File: config.mk
export PLATFORM = sky130hd
export DESIGN_NAME = operand_capture
export DESIGN_NICKNAME = d
export VERILOG_FILES = /design/src/rtl/operand_capture.sv
export SDC_FILE = /design/constraint.sdc
export NUM_CORES = 1
export LEC_CHECK = 0
export ABC_AREA = 1
export CAP_MARGIN = 0
export CORE_UTILIZATION = 30
export CTS_CLUSTER_SIZE = 28
export DETAILED_ROUTE_END_ITERATION = 10
export PLACE_DENSITY = 0.58
export SLEW_MARGIN = 20
export SYNTH_ARGS = -nofsm -noshare
export SYNTH_HDL_FRONTEND = slang
export SYNTH_SLANG_ARGS = --single-unit
export TNS_END_PERCENT = 50
File: constraint.sdc
create_clock -name clk -period 1.9 [get_ports clk]
set_clock_uncertainty 0.2 [all_clocks]
set_input_delay 0.38 -clock clk [delete_from_list [all_inputs] [get_ports clk]]
set_output_delay 0.38 -clock clk [all_outputs]
set_load 0.02 [all_outputs]
File: src/rtl/operand_capture.sv
// Captures two 2-bit operands from slide switches on debounced load presses and
// presents them, with a valid flag, to the downstream magnitude comparator.
module operand_capture #(
    parameter int DB_CNT = 500000
) (
    input  logic       clk,
    input  logic       rst,
    input  logic [1:0] sw,
    input  logic       btn_load,
    input  logic       btn_clear,
    output logic       a1,
    output logic       a0,
    output logic       b1,
    output logic       b0,
    output logic       valid,
    output logic       led_wait_a,
    output logic       led_wait_b
);

    localparam int CNT_W = $clog2(DB_CNT + 1);
    localparam logic [CNT_W-1:0] CNT_LAST = CNT_W'(DB_CNT - 1);

    typedef enum logic [1:0] {
        WAIT_A = 2'b00,
        WAIT_B = 2'b01,
        SHOW   = 2'b10
    } state_t;

    logic [1:0]       sw_meta;
    logic [1:0]       sw_sync;
    logic             load_meta;
    logic             load_sync;
    logic             clear_meta;
    logic             clear_sync;
    logic             load_level;
    logic             clear_level;
    logic [CNT_W-1:0] load_cnt;
    logic [CNT_W-1:0] clear_cnt;
    logic             load_level_q;
    logic             load_pulse;
    logic [1:0]       a_reg;
    logic [1:0]       b_reg;
    logic             valid_reg;
    state_t           state;

    // Two-flop synchronisers for every asynchronous board input.
    always_ff @(posedge clk or posedge rst) begin
        if (rst) begin
            sw_meta    <= 2'b00;
            sw_sync    <= 2'b00;
            load_meta  <= 1'b0;
            load_sync  <= 1'b0;
            clear_meta <= 1'b0;
            clear_sync <= 1'b0;
        end else begin
            sw_meta    <= sw;
            sw_sync    <= sw_meta;
            load_meta  <= btn_load;
            load_sync  <= load_meta;
            clear_meta <= btn_clear;
            clear_sync <= clear_meta;
        end
    end

    // A new level is accepted only after DB_CNT consecutive differing cycles.
    always_ff @(posedge clk or posedge rst) begin
        if (rst) begin
            load_level <= 1'b0;
            load_cnt   <= '0;
        end else if (load_sync == load_level) begin
            load_cnt <= '0;
        end else if (load_cnt == CNT_LAST) begin
            load_level <= ~load_level;
            load_cnt   <= '0;
        end else begin
            load_cnt <= load_cnt + 1'b1;
        end
    end

    always_ff @(posedge clk or posedge rst) begin
        if (rst) begin
            clear_level <= 1'b0;
            clear_cnt   <= '0;
        end else if (clear_sync == clear_level) begin
            clear_cnt <= '0;
        end else if (clear_cnt == CNT_LAST) begin
            clear_level <= ~clear_level;
            clear_cnt   <= '0;
        end else begin
            clear_cnt <= clear_cnt + 1'b1;
        end
    end

    always_ff @(posedge clk or posedge rst) begin
        if (rst) begin
            load_level_q <= 1'b0;
        end else begin
            load_level_q <= load_level;
        end
    end

    assign load_pulse = load_level & ~load_level_q;

    // Clear is level-sensitive and outranks a load pulse arriving in the same cycle.
    always_ff @(posedge clk or posedge rst) begin
        if (rst) begin
            a_reg     <= 2'b00;
            b_reg     <= 2'b00;
            valid_reg <= 1'b0;
            state     <= WAIT_A;
        end else if (clear_level) begin
            a_reg     <= 2'b00;
            b_reg     <= 2'b00;
            valid_reg <= 1'b0;
            state     <= WAIT_A;
        end else begin
            case (state)
                WAIT_A: begin
                    if (load_pulse) begin
                        a_reg     <= sw_sync;
                        valid_reg <= 1'b0;
                        state     <= WAIT_B;
                    end
                end
                WAIT_B: begin
                    if (load_pulse) begin
                        b_reg     <= sw_sync;
                        valid_reg <= 1'b1;
                        state     <= SHOW;
                    end
                end
                SHOW: begin
                    if (load_pulse) begin
                        a_reg     <= sw_sync;
                        valid_reg <= 1'b0;
                        state     <= WAIT_B;
                    end
                end
                default: state <= WAIT_A;
            endcase
        end
    end

    assign a1         = a_reg[1];
    assign a0         = a_reg[0];
    assign b1         = b_reg[1];
    assign b0         = b_reg[0];
    assign valid      = valid_reg;
    assign led_wait_a = (state == WAIT_A);
    assign led_wait_b = (state == WAIT_B);

endmodule

# Word-level counts from Yosys, hierarchy flattened
# Cells that the tools add are included.
[totals] regBits=56 input_bits=6 elab_cells=60 out_inout_bits=7
[classes] n_eq_ne=8 bitwise=6 add_sub_neg=2 n_reduce_logical=12 n_mux=17
[op_table] operator="$mux 19" n=4
[op_table] operator="$add 19x1->19 const B" n=2
[op_table] operator="$eq 19x19->1 const B" n=2
[op_table] operator="$mux 2" n=8
[op_table] operator="$reduce_and 2->1" n=5
[op_table] operator="$ne 3x1->1 const B" n=2
[op_table] operator="$reduce_bool 2->1" n=3
[op_table] operator="$not 1->1" n=5
[op_table] operator="$pmux 2 s2" n=1
[op_table] operator="$mux 1" n=3
[op_table] operator="$reduce_and 3->1" n=1
[op_table] operator="$reduce_bool 3->1" n=1
[op_table] operator="$eq 1x1->1" n=2
[op_table] operator="$eq 2x1->1 const B" n=1
[op_table] operator="$eq 2x2->1 const B" n=1
[op_table] operator="$logic_not 2->1" n=1
[op_table] operator="$pmux 1 s2" n=1
[op_table] operator="$reduce_or 2->1" n=1
[op_table] operator="$and 1x1->1" n=1

# Depth between registers and ports, before layout
# Gate-level depths: netlist (run 1).
[depth] depth_word=5 depth_mapped=9

# Least setup slack after synthesis (run 1)
# Ideal clock, no wire load.
[synth_timing] path_type="register to register" startpoint="register clear_cnt[0]" endpoint="register clear_cnt[18]" synth_period_minus_slack_ns=1.455 stages_incl_launch_ff=9 setup_slack_ns=0.445 setup_ns=0.119 t_required_ns=1.581 arrival_time_ns=1.136 n_path_buf=0 path_cell_list="dfrtp_1 ha_1 nand2_1 nor2_2 nand2_1 nor2_1 nand3_1 nand3_1 nor2_1"
[synth_via] elab_chain_len=3 elab_cells_between_ends=4
[synth_rtl] item="start: declaration" line_no="38" source="logic [CNT_W-1:0] clear_cnt;"
[synth_rtl] item="start signal: assignment" line_no="90" source="clear_cnt <= clear_cnt + 1'b1;"
[synth_rtl] item="$add 19x1->19 / $eq 19x19->1 (equally long branches)" line_no="90, 86"
[synth_rtl] item="$mux 19 *" line_no="86" source="end else if (clear_cnt == CNT_LAST) begin"
[synth_rtl] item="$mux 19 *" line_no="84" source="end else if (clear_sync == clear_level) begin"
# Every way passes the cells marked *; elsewhere a longest branch is shown, timed or not.
# A chain may end at the register's enable or synchronous reset.

# Worst setup path in the final report (run 1)
[layout_timing] startpoint="register a_reg[0]" endpoint="output port a0"
[layout_lines] item="start: declaration" line_no="41" source="logic [1:0] a_reg;"
[layout_lines] item="start signal: assignment" line_no="120" source="a_reg <= sw_sync;"
[layout_lines] item="start signal: assignment" line_no="134" source="a_reg <= sw_sync;"
[layout_lines] item="end: declaration" line_no="12" source="output logic a0,"
# No word-level cell between the ends.

==> results of run 1 <==
[where the power goes]
part	total (mW)	internal (mW)	switching, mW
registers	1.22	1.21	0.0111
clock network	0.770	0.390	0.379
logic	0.0866	0.0322	0.0544
total	2.08	1.63	0.445
[through the flow]
step                       util  hold slack [ns]  setup slack (ns)
final                     0.358            0.159            0.0487
after detailed placement  0.346            0.138             0.178
after global placement    0.346            0.136             0.194
after global routing      0.358            0.171           0.00138
after CTS                 0.357            0.166            0.0223
after floorplan               -            0.131             0.445
[timing repair]
action	CTS	global route
resized for setup	2	2
setup endpoints to repair	2	2
endpoints found under the hold margin	0	0
[cells by family (layout without fill, tap and decap cells)]
group	Yosys count	count (layout)	synth area share
compound gates	20	20	0.0383
xor+xnor	21	21	0.0666
fa+ha+maj	2	2	0.00871
buf+inv	44	65	0.0609
flops	56	56	0.488
simple gates	224	224	0.338
[metal layers]
layer  track usage  vias up  part of all wire
met5             0        -                 0
met2         0.209       25              0.46
met4        0.0373        0            0.0094
met1         0.169     1044              0.51
li1              -     1181                 -
met3        0.0188        4             0.017
[Yosys cell counts (all sizes together)]
library cell    n
buf             3
a21oi           7
dfrtp          56
nand3          34
xor2           16
o21ai           9
nor3b           3
nor2          101
or2             1
xnor2           5
nand3b          1
ha              2
nand2          76
nand4           5
o31ai           1
inv            41
and2            1
nor3            2
o21bai          3
[final cells by class]
type,instances,area [sq um]
Clock buffer,5,68.8
Timing Repair Buffer,16,178
Inverter,41,158
Fill cell,969,5930
Multi-Input combinational cell,267,1300
Tap cell,129,161
Sequential cell,56,1400
Clock inverter,3,42.5
[final timing paths]
kind	endpoint	slack (ns)	cells past startpoint
min in group asynchronous	clear_meta$_DFF_PP0_	0.21	2
setup / recovery	a0	0.05	1
setup reg to reg	clear_cnt[17]$_DFF_PP0_	0.24	6
hold / removal	sw_sync[1]$_DFF_PP0_	0.16	0
hold reg to reg	sw_sync[1]$_DFF_PP0_	0.16	0
max in group asynchronous	load_level_q$_DFF_PP0_	0.87	3
==> results.yml, run 1 <==
outcome:
  status: "completed"
logic_synthesis:
  synth.largest_area_cell: "dfrtp_1"
  yosys_register_bits: 56
  synth_area_leaders: "dfrtp_1 49%, nor2_1 12%, nand2_1 9.1%"
  synth_fp_nets: 375
  syn-cell-area_sq_mm: 0.00287
  synthCells: 367
  ys_types: 26
  yosysWarnings: 0
  seq_area_frac_synth: 0.488
  synth.avg_cell_area_sq_um: 7.83
  yosysTopAreaCellShare: 0.488
final_layout:
  fin_area_sq_mm: 0.00331
  diodes: 0
  layout-drive-gt1-share: 0.0799
  final_common_cell: "nor2_1"
  area_growth_pct: 15.1
  nets: 395
  final_cell_mix: "92 x nor2_1, 70 x nand2_1, 56 x dfrtp_1"
  top_regs: "clear_cnt x19, load_cnt x19"
  fin_cells: 517
setup_path:
  critPathBufInv: 1
  crit_path_start: "a_reg[0]$_DFFE_PP0P_"
  start_kind: "register"
  crit_fanout: 2
  path_cells: "clkdlybuf4s50_1"
  crit_path_top_delay_cell: "clkdlybuf4s50_1"
  end_kind: "output pin"
  critPathKind: "register to output pin"
  reg2reg_from: "clear_cnt[0]$_DFF_PP0_"
  crit_family: "buffers and inverters"
  crit_path_max_incr_delay_ns: 0.61
  cp.arrival_ns: 1.27
  required_ns: 1.32
die:
  core-area_sq_mm: 0.00924
  die-area_sq_mm: 0.00998
  dieWidth_um: 99.9
  start_util: 0.311
  fp-row-count: 35
  die_h_um: 99.9
  io_pins: 13
clock_network:
  postCtsSetupBuffers: 0
  numCtsBuffers: 5
  clkLatencyLatePin_ns: 0.30
  clockBufferDepth: 2
  cts.clk_slew.worst_paths_ns: 0.10
  cts_tree: "yes"
  ctsHtreeMaxLevel: 2
  cts_root_buf: "clkbuf_8"
  hold_buffers: 0
  clock-sinks: 56
timing:
  setup_viol: 0
  post-route-period-util: 0.974
  finalCriticalPeriod_ns: 1.85
  hold_violations: 0
  rsz0062_at_grt: "no"
  slew_headroom: 0.723
  worst_pin_slew_ns: 0.415
  setup_tns_ns: 0
  report.final.slew_viol_count: 0
  max_freq_mhz: 540
pwr:
  power_density_mw_per_mm2: 628
  power.total_mw: 2.08
  ir_worst_vdd_mv: 0.249
  cellLeakagePower_nw: 1.47
placed_design:
  gp_congestion: 0.850
  dp_hpwl_um: 4170
  port_buffers: 12
  place_area_sq_mm: 0.00319
  place_inst: 509
global_route:
  grt_pass1_vias: 2163
  grt_max_degree: 23
  grt_pass1_wl_um: 10100
  grt_usage: 0.125
  antenna_found_initial: 0
  overflow: 0
routing:
  via_per_inst: 4.36
  dr.pass1.iters: 5
  route.detailed.drc: 0
  drt_iter0_drc: 96
  ant_nets: 0
  wire_per_inst_um: 10.7
  routed-via-count: 2254
  wl_um: 5550
hold_path:
  holdCritStartpoint: "sw_meta[1]$_DFF_PP0_"
  hold_class: "register to register"
job:
  maxCapViolCount: 0
Note: power is estimated with default switching activity, not from simulation.
==> run 2, diff against run 1 <==
==> constraint.sdc (replaced) <==
create_clock -name clk -period 1.6 [get_ports clk]
set_clock_uncertainty 0.2 [all_clocks]
set_input_delay 0.32 -clock clk [delete_from_list [all_inputs] [get_ports clk]]
set_output_delay 0.32 -clock clk [all_outputs]
set_load 0.02 [all_outputs]
==> run 2 against run 1 <==
Non-clock buffer count is 23 higher. Utilization is 2.2 points higher. Critical endpoint is now clear_cnt[6]$_DFF_PP0_. Global-route usage is 0.28 points higher. Highest routed layer unchanged. Register-to-register slack worse by 0.20 ns. Worst hold slack worse by 0.051 ns. Sequential power is 19% higher. Power is 16% higher. Critical path depth is 6 higher.
==> results.yml, run 2 (synthesized netlist as in run 1, its figures left out) <==
outcome:
  status: "completed"
clock_network:
  ctsHtreeMaxLevel: 2
  cts_root_buf: "clkbuf_8"
  numCtsBuffers: 5
  clkLatencyLatePin_ns: 0.31
  clock-sinks: 56
  cts_tree: "yes"
  clockBufferDepth: 2
  cts.clk_slew.worst_paths_ns: 0.11
setup_path:
  cp.arrival_ns: 1.56
  reg2reg_from: "clear_cnt[0]$_DFF_PP0_"
  reg2reg_to: "clear_cnt[6]$_DFF_PP0_"
  critPathKind: "register to register"
  r2r_setup_slack_ns: 0.04
  crit_path_start: "clear_cnt[0]$_DFF_PP0_"
  start_kind: "register"
  reg2reg_depth: 7
  crit_fanout: 4
  required_ns: 1.60
  endpoint: "clear_cnt[6]$_DFF_PP0_"
  end_kind: "register"
global_route:
  busiest_layer: "met2"
  grt_pass1_wl_um: 10300
  met1_usage: 0.181
  grt_usage: 0.128
  grt_use_met2: 0.199
  grt_pass1_vias: 2224
  use_met3: 0.0237
  overflow: 0
  grt_max_degree: 27
  antenna_found_initial: 0
job:
  maxCapViolCount: 0
final_layout:
  layout-drive-gt1-share: 0.180
  diodes: 0
  final_cell_mix: "88 x nor2_1, 65 x nand2_1, 54 x dfrtp_1"
  area_growth_pct: 22.3
  nets: 418
  postLayoutCoreUtil: 0.380
  fin_area_sq_mm: 0.00351
  n_fill_cell: 939
  top_regs: "clear_cnt x19, load_cnt x19"
  final_common_cell: "nor2_1"
routing:
  wire_per_inst_um: 11.2
  wl_um: 6020
  via_per_inst: 4.45
  routed-via-count: 2405
  ant_nets: 0
  route.detailed.drc: 0
  drt_iter0_drc: 187
  dr.pass1.iters: 4
die:
  core-area_sq_mm: 0.00924
  start_util: 0.311
  dieWidth_um: 99.9
  io_pins: 13
  die-area_sq_mm: 0.00998
  fp-row-count: 35
  die_h_um: 99.9
pwr:
  intPower_mw: 1.84
  cellLeakagePower_nw: 1.55
  seqPwrFrac: 0.603
  p_sw_mw: 0.569
  clkPwrFrac: 0.348
  p_sw_frac: 0.236
  combPwrFrac: 0.050
  power_density_mw_per_mm2: 685
  ir_worst_vdd_mv: 0.359
timing:
  slew_headroom: 0.706
  max_freq_mhz: 641
  worst_pin_slew_ns: 0.440
  rsz0062_at_grt: "yes"
  hold_violations: 0
  finalCriticalPeriod_ns: 1.56
  hold-worst-slack_ns: 0.108
  setup_viol: 0
  post-route-period-util: 0.976
  report.final.slew_viol_count: 0
  setup_tns_ns: 0
hold_path:
  hold_class: "input port to asynchronous set/reset pin"
placed_design:
  place_area_sq_mm: 0.00331
  dp_hpwl_um: 4430
  port_buffers: 12
  gp_congestion: 0.889
==> run 2: cell count changes in the layout (fill, tap and decap cells not counted), moves of 3 or more <==
cell,previous run,this run
nand3_1,33,30
buf_4,2,27
nor2_1,92,88
clkdlybuf4s50_1,8,5
nand2_1,70,65
nand2_2,6,11
nand3_2,1,4
dlygate4sd2_1,2,5
nor2_4,2,6
==> run 2: power groups by stage <==
stage / combinational [mW] / sequential [mW] / clock (mW)
2_1_floorplan: 0.0617 / 1.47 / 0
6_report: 0.119 / 1.45 / 0.837
5_1_grt: 0.137 / 1.45 / 0.917
3_5_place_dp: 0.112 / 1.48 / 0
4_1_cts: 0.113 / 1.45 / 0.862
3_3_place_gp: 0.110 / 1.48 / 0
==> run 2: per-stage QoR <==
step	power [mW]	instances	setup WS, ns
after global routing	2.51	540	-0.0593
after global placement	1.59	526	-0.0323
final	2.41	540	0.0390
after CTS	2.43	534	-0.0156
after detailed placement	1.59	526	-0.0568
after floorplan	1.54	367	0.145
==> run 2: critical path, stage by stage (launching register included) <==
cell,delay [ns]
dfrtp_1,0.37
ha_2,0.19
nand2_1,0.11
nor2_4,0.16
nand2_2,0.10
buf_4,0.14
xor2_1,0.12
nor2_1,0.05
==> run 2: final cells by class <==
cell class | count | area, sq um | share of cell area
tap | 129 | 161 | 0.0459
sequential | 56 | 1400 | 0.399
inverter | 41 | 158 | 0.0449
timing repair buffer | 39 | 322 | 0.0915
multi-input combinational | 267 | 1370 | 0.391
clock buffer | 6 | 82.6 | 0.0235
clock inverter | 2 | 15.0 | 0.00427
==> run 2: worst min path at each step <==
stage,to,slack [ns],cells after the start
floorplan,clear_sync$_DFF_PP0_,0.13,0
global placement,sw_sync[0]$_DFF_PP0_,0.13,0
detailed placement,sw_sync[1]$_DFF_PP0_,0.14,0
CTS,clear_meta$_DFF_PP0_,0.12,2
global route,clear_meta$_DFF_PP0_,0.11,2
finish,clear_cnt[0]$_DFF_PP0_,0.11,2
==> run 2: timing repair <==
| action | CTS | global route |
|---|---|---|
| gates resized for setup | 14 | 24 |
| buffers inserted | 0 | 6 |
| pin swaps | 0 | 9 |
| hold buffers | 0 | 0 |
| endpoints found under the setup margin | 12 | 30 |
==> run 2: metal layers <==
metal,part of all wire,routed length (um)
met1,0.50,3010
met2,0.46,2760
met3,0.025,149
met4,0.017,101
met5,0,0
